### config.mk
export PLATFORM = sky130hd
export DESIGN_NAME = mc_controller
export DESIGN_NICKNAME = d
export VERILOG_FILES = /design/src/rtl/mc_pkg.sv /design/src/rtl/mc_controller.sv
export SDC_FILE = /design/constraint.sdc
export NUM_CORES = 1
export LEC_CHECK = 0
export ABC_AREA = 0
export BUFFER_PORTS_ARGS = -buffer_cell sky130_fd_sc_hd__buf_2
export CORE_MARGIN = 5
export CORE_UTILIZATION = 40
export DETAILED_ROUTE_END_ITERATION = 16
export PLACE_DENSITY = 0.71
export SETUP_SLACK_MARGIN = 0.1
export SYNTH_ARGS = -nofsm -noshare
export SYNTH_HDL_FRONTEND = slang
export SYNTH_SLANG_ARGS = --single-unit
### constraint.sdc
create_clock -name clk -period 4.1 [get_ports clk]
set_clock_uncertainty 0.1 [all_clocks]
set_input_delay 1.025 -clock clk [delete_from_list [all_inputs] [get_ports clk]]
set_output_delay 1.025 -clock clk [all_outputs]
set_load 0.005 [all_outputs]
### src/rtl/mc_pkg.sv
// Shared definitions for the multicycle controller.
// Holds the controller state encoding and the fixed opcode constants; aludec and the
// datapath import the same opcode constants so every block agrees on the encodings.
package mc_pkg;

  typedef enum logic [3:0] {
    StFetch    = 4'd0,
    StDecode   = 4'd1,
    StMemAdr   = 4'd2,
    StMemRd    = 4'd3,
    StMemWb    = 4'd4,
    StMemWr    = 4'd5,
    StExecute  = 4'd6,
    StAluWb    = 4'd7,
    StBranch   = 4'd8,
    StAddiExec = 4'd9,
    StAddiWb   = 4'd10,
    StJump     = 4'd11
  } state_t;

  localparam logic [5:0] OpLw    = 6'b100011;
  localparam logic [5:0] OpSw    = 6'b101011;
  localparam logic [5:0] OpSb    = 6'b101000;
  localparam logic [5:0] OpRtype = 6'b000000;
  localparam logic [5:0] OpBeq   = 6'b000100;
  localparam logic [5:0] OpBle   = 6'b000110;
  localparam logic [5:0] OpAddi  = 6'b001000;
  localparam logic [5:0] OpJ     = 6'b000010;

endpackage

### src/rtl/mc_controller.sv
// Multicycle main-decoder FSM (Moore).
// Ports:
//   clk, reset            rising-edge clock, synchronous active-high reset
//   op[5:0]               opcode field instr[31:26], held stable by the IR outside FETCH
//   memrdy                memory handshake; FETCH/MEMRD/MEMWR advance only when 1
//   memwrite, sbyte       memory write strobe and byte-lane qualifier
//   irwrite, pcwrite      instruction register load, unconditional PC load
//   branch, branchle      conditional PC load for beq (zero) / ble (zero or negative)
//   iord, regdst, memtoreg, regwrite, alusrca, alusrcb, pcsrc, aluop  datapath selects
module mc_controller
  import mc_pkg::*;
(
  input  logic       clk,
  input  logic       reset,
  input  logic [5:0] op,
  input  logic       memrdy,
  output logic       memwrite,
  output logic       irwrite,
  output logic       iord,
  output logic       regdst,
  output logic       memtoreg,
  output logic       regwrite,
  output logic       alusrca,
  output logic [1:0] alusrcb,
  output logic [1:0] pcsrc,
  output logic [1:0] aluop,
  output logic       pcwrite,
  output logic       branch,
  output logic       branchle,
  output logic       sbyte
);

  state_t state_q, state_d;

  always_ff @(posedge clk) begin
    if (reset) begin
      state_q <= StFetch;
    end else begin
      state_q <= state_d;
    end
  end

  // Next-state logic
  always_comb begin
    state_d = state_q;
    unique case (state_q)
      StFetch:    state_d = memrdy ? StDecode : StFetch;
      StDecode: begin
        unique case (op)
          OpLw, OpSw, OpSb: state_d = StMemAdr;
          OpRtype:          state_d = StExecute;
          OpBeq, OpBle:     state_d = StBranch;
          OpAddi:           state_d = StAddiExec;
          OpJ:              state_d = StJump;
          default:          state_d = StFetch;  // unknown opcode: drop it silently
        endcase
      end
      StMemAdr:   state_d = (op == OpLw) ? StMemRd : StMemWr;
      StMemRd:    state_d = memrdy ? StMemWb : StMemRd;
      StMemWb:    state_d = StFetch;
      StMemWr:    state_d = memrdy ? StFetch : StMemWr;
      StExecute:  state_d = StAluWb;
      StAluWb:    state_d = StFetch;
      StBranch:   state_d = StFetch;
      StAddiExec: state_d = StAddiWb;
      StAddiWb:   state_d = StFetch;
      StJump:     state_d = StFetch;
      default:    state_d = StFetch;
    endcase
  end

  // Output decode; only FETCH looks at memrdy, and only MEMWR/BRANCH look at op.
  always_comb begin
    memwrite = 1'b0;
    irwrite  = 1'b0;
    iord     = 1'b0;
    regdst   = 1'b0;
    memtoreg = 1'b0;
    regwrite = 1'b0;
    alusrca  = 1'b0;
    alusrcb  = 2'b00;
    pcsrc    = 2'b00;
    aluop    = 2'b00;
    pcwrite  = 1'b0;
    branch   = 1'b0;
    branchle = 1'b0;
    sbyte    = 1'b0;
    unique case (state_q)
      StFetch: begin
        alusrcb = 2'b01;
        irwrite = memrdy;
        pcwrite = memrdy;
      end
      StDecode: alusrcb = 2'b11;
      StMemAdr, StAddiExec: begin
        alusrca = 1'b1;
        alusrcb = 2'b10;
      end
      StMemRd: iord = 1'b1;
      StMemWb: begin
        memtoreg = 1'b1;
        regwrite = 1'b1;
      end
      StMemWr: begin
        iord     = 1'b1;
        memwrite = 1'b1;
        sbyte    = (op == OpSb);
      end
      StExecute: begin
        alusrca = 1'b1;
        aluop   = 2'b10;
      end
      StAluWb: begin
        regdst   = 1'b1;
        regwrite = 1'b1;
      end
      StBranch: begin
        alusrca  = 1'b1;
        aluop    = 2'b01;
        pcsrc    = 2'b01;
        branch   = (op == OpBeq);
        branchle = (op == OpBle);
      end
      StAddiWb: regwrite = 1'b1;
      StJump: begin
        pcsrc   = 2'b10;
        pcwrite = 1'b1;
      end
      default: ;
    endcase
  end

endmodule

# [Yosys cells after proc, flatten, opt, wreduce, memory -nomap -nowiden]
# Cells that the tools add are included.
[totals] n_memories=0 regBits=4 input_bits=9 output_inout_bits=17 ramBits=0 latch_bits=0 mem_bits_ro=0 word_cells=47
[op_classes] n_reduce_logical=8 addsub=0 magnitude_cmp=0 mux=20 n_div=0 eq_ne=18 n_bitwise=0 n_mul=0 n_shift=0
[ops] cell="$pmux W4 S7" n=1
[ops] cell="$pmux W4 S5" n=1
[ops] cell="$eq A6 B6 Y1 const B" n=3
[ops] cell="$eq A4 B3 Y1 const B" n=4
[ops] cell="$eq A4 B4 Y1 const B" n=4
[ops] cell="$eq A6 B3 Y1 const B" n=2
[ops] cell="$mux W1" n=11
[ops] cell="$mux W3" n=3
[ops] cell="$eq A4 B2 Y1 const B" n=2
[ops] cell="$pmux W2 S2" n=2
[ops] cell="$eq A6 B2 Y1 const B" n=1
[ops] cell="$eq A6 B4 Y1 const B" n=1
[ops] cell="$logic_not A6 Y1" n=1
[ops] cell="$pmux W2 S3" n=1
[ops] cell="$reduce_or A2 Y1" n=3
[ops] cell="$reduce_or A3 Y1" n=2
[ops] cell="$eq A4 B1 Y1 const B" n=1
[ops] cell="$logic_not A4 Y1" n=1
[ops] cell="$reduce_or A4 Y1" n=1
[ops] cell="$pmux W1 S2" n=1

# [Longest topological paths before layout]
[depth] ltp_word=4 depth_mapped=5 depth_no_buf=4

# [Least setup slack after synthesis]
# No wires, ideal clock.
[synth_timing] kind="in2out" startpoint="in op[3]" endpoint="out branchle" path_slack_ps=1295 t_required_ps=2975 path_buffers=1 arrival_time_ps=1680 path_stages=4 path_cell_list="clkbuf_1 -> nor2_1 -> nand4b_1 -> nor3b_1"
[synth_via] elab_chain_len=2
[synth_rtl] item="from (decl)" line="mc_controller.sv:15" text="input logic [5:0] op,"
[synth_rtl] item="$eq A6 B3 Y1" line="mc_controller.sv:122" text="branchle = (op == OpBle);"
[synth_rtl] item="$mux W1" line="mc_controller.sv:88" text="unique case (state_q)"
[synth_rtl] item="to (decl)" line="mc_controller.sv:29" text="output logic branchle,"
# No other way between the ends.

# [Final worst setup path]
# Same ends and word-level chain as after synthesis.

==> impl_metrics.yaml <==
power_and_ir_drop:
  total_power_mw: 0.120
  max-vdd-ir-drop_uv: 83.8
  powerDensity_mw_per_mm2: 181
  leakagePower_nw: 0.284
cells_and_area:
  fin_nets: 113
  n_antenna_cell: 0
  layout_commonest_cell: "buf_2"
  fin_area_um2: 661
  largest_register_ffs: 4
  stdcell_count: 117
  layout_common_cells: "buf_2 (25), nor2_1 (12), nor3_1 (9)"
  syn_to_final_growth_pct: 23.1
  largest_register: "state_q"
  drive_gt1_frac: 0.324
  reg.largest.list: "state_q: 4 flops"
clock_tree:
  clkSlewWorstSetupHoldPaths_ns: 0.04
  post-cts-setup-buffers: 0
  cts_tree: "done"
  clock_latency_ns: 0.23
  cts.sinks: 4
  cts-hold-fix-buffers: 0
  cts_root_buf: "clkbuf_4"
  clock_path_buffers: 2
  htreeDepth: 1
  post_cts_resized: 0
  cts_made_buffers: 3
global_route:
  overflow: 0
  top_usage_layer: "met2"
  grt_pass1_vias: 576
  grt_use_met2: 0.245
  grt_pass1_wl_mm: 2.38
  grt_max_degree: 18
  grt.total_usage: 0.148
  met1_usage: 0.197
  gr-usage-met3: 0.00391
  antenna_found_initial: 0
logic_synthesis:
  synth_cell_types: 35
  synthesis.area_um2: 537
  ys_warn_count: 0
  syn_nets: 91
  syn_inst: 82
  avgSynthCellArea_um2: 6.55
  ys_seq_area_frac: 0.149
  ys_ff_latch: 4
floorplanning:
  coreArea_mm2: 0.00128
  initial_utilization: 0.418
  chipWidth_um: 46.6
  ios: 26
  die_area_mm2: 0.00217
  fp-row-count: 13
  die_h_um: 46.6
run_status:
  status: "complete, no violations"
timing:
  fin_crit_sh: 0.716
  period_minus_slack_ns: 2.93
  slew_headroom: 0.626
  setup_viol: 0
  max_freq_ghz: 0.341
  final-hold-violation-count: 0
  rsz0062_at_grt: "false"
  drv_slew: 0
  worst_slack_ns: 1.17
  tightestPinTransition_ns: 0.560
  fin_tns_setup_ns: 0
placement:
  placed_cells_incl_taps: 114
  routabilityCongestion: 0.804
  post_dp_cell_area_um2: 638
  io_buffers: 25
  hpwlAfterDp_mm: 1.10
  dpl_worst_slack_ns: 1.16
routing:
  dr.pass1.iters: 4
  vias: 634
  post_drt_wl_per_cell_um: 12.1
  via_per_inst: 5.42
  detail_route.wirelength_mm: 1.42
  antenna_left: 0
  drc: 0
  first_iter_violations: 11
worst_setup_path:
  r2r-start: "state_q[0]"
  cp_data_arrival_time_ns: 1.81
  critPathLaunch: "op[3]"
  required_ns: 2.97
  critPathLaunchType: "primary input"
  worstSetupEndpointType: "output port"
  worstSetupPathType: "in -> out"
  path_max_fanout: 7
flow_run:
  drv_cap: 0
worst_hold_path:
  hold_class: "reg -> reg"
  min_from: "state_q[0]"
==> synthesized netlist by cell type (all sizes together) <==
master	count	area share
a21oi	7	0.065
a31o	2	0.033
a31oi	1	0.012
and3	1	0.012
buf	5	0.058
clkbuf	3	0.021
dfxtp	4	0.15
inv	1	0.0070
mux2	2	0.042
nand2	8	0.056
nand2b	3	0.035
nand3	3	0.028
nand3b	1	0.014
nand4b	1	0.016
nand4bb	1	0.021
nor2	12	0.084
nor2b	1	0.012
nor3	9	0.084
nor3b	1	0.014
nor4	3	0.047
o211ai	1	0.014
o21bai	2	0.028
o22ai	1	0.012
o311ai	1	0.016
or2	1	0.012
or2b	1	0.014
or3b	2	0.033
or4	1	0.014
xnor2	2	0.033
xor2	1	0.016
==> final timing paths <==
kind         depth (start not counted)  slack (ns)    endpoint
max                                  5        1.17    branchle
max reg2reg                          4        2.31  state_q[2]
min                                  2        0.51  state_q[3]
min reg2reg                          2        0.51  state_q[3]
==> metrics by stage <==
| step | utilization | hold WS [ns] |
|---|---|---|
| after floorplan | - | 0.459 |
| final | 0.514 | 0.510 |
| after detailed placement | 0.497 | 0.517 |
| after global routing | 0.514 | 0.548 |
| after global placement | 0.497 | 0.521 |
| after CTS | 0.514 | 0.517 |
==> kinds of logic after synthesis <==
kind of cell,count (synthesis),share of synthesized area
mux,2,0.0420
xor+xnor,3,0.0490
flops,4,0.149
compound gates,15,0.180
simple gates,49,0.494
buf+inv,9,0.0862
==> power breakdown <==
group	switching (mW)	total (mW)	internal, mW
clock network	0.0153	0.0479	0.0327
registers	0.00289	0.0429	0.0400
logic	0.0151	0.0287	0.0136
total	0.0333	0.120	0.0863
==> per-layer routing <==
metal	wire, um	share of wire
met3	110	0.078
met1	637	0.45
met2	666	0.47
met4	0	0
met5	0	0
==> final cells by class <==
type	instances	area [um^2]
flip-flops and latches	4	80.1
multi-input cells	69	410
inverters	1	3.75
clock buffers	3	22.5
well taps	15	18.8
fillers	136	624
repair buffers	25	125
==> worst max-delay path, stage by stage <==
cell      delay, ns
buf_2          0.14
nor2_1         0.17
nand4b_1       0.15
nor3b_1        0.18
buf_2          0.14
No activity file was read; power rests on OpenSTA's default activity.
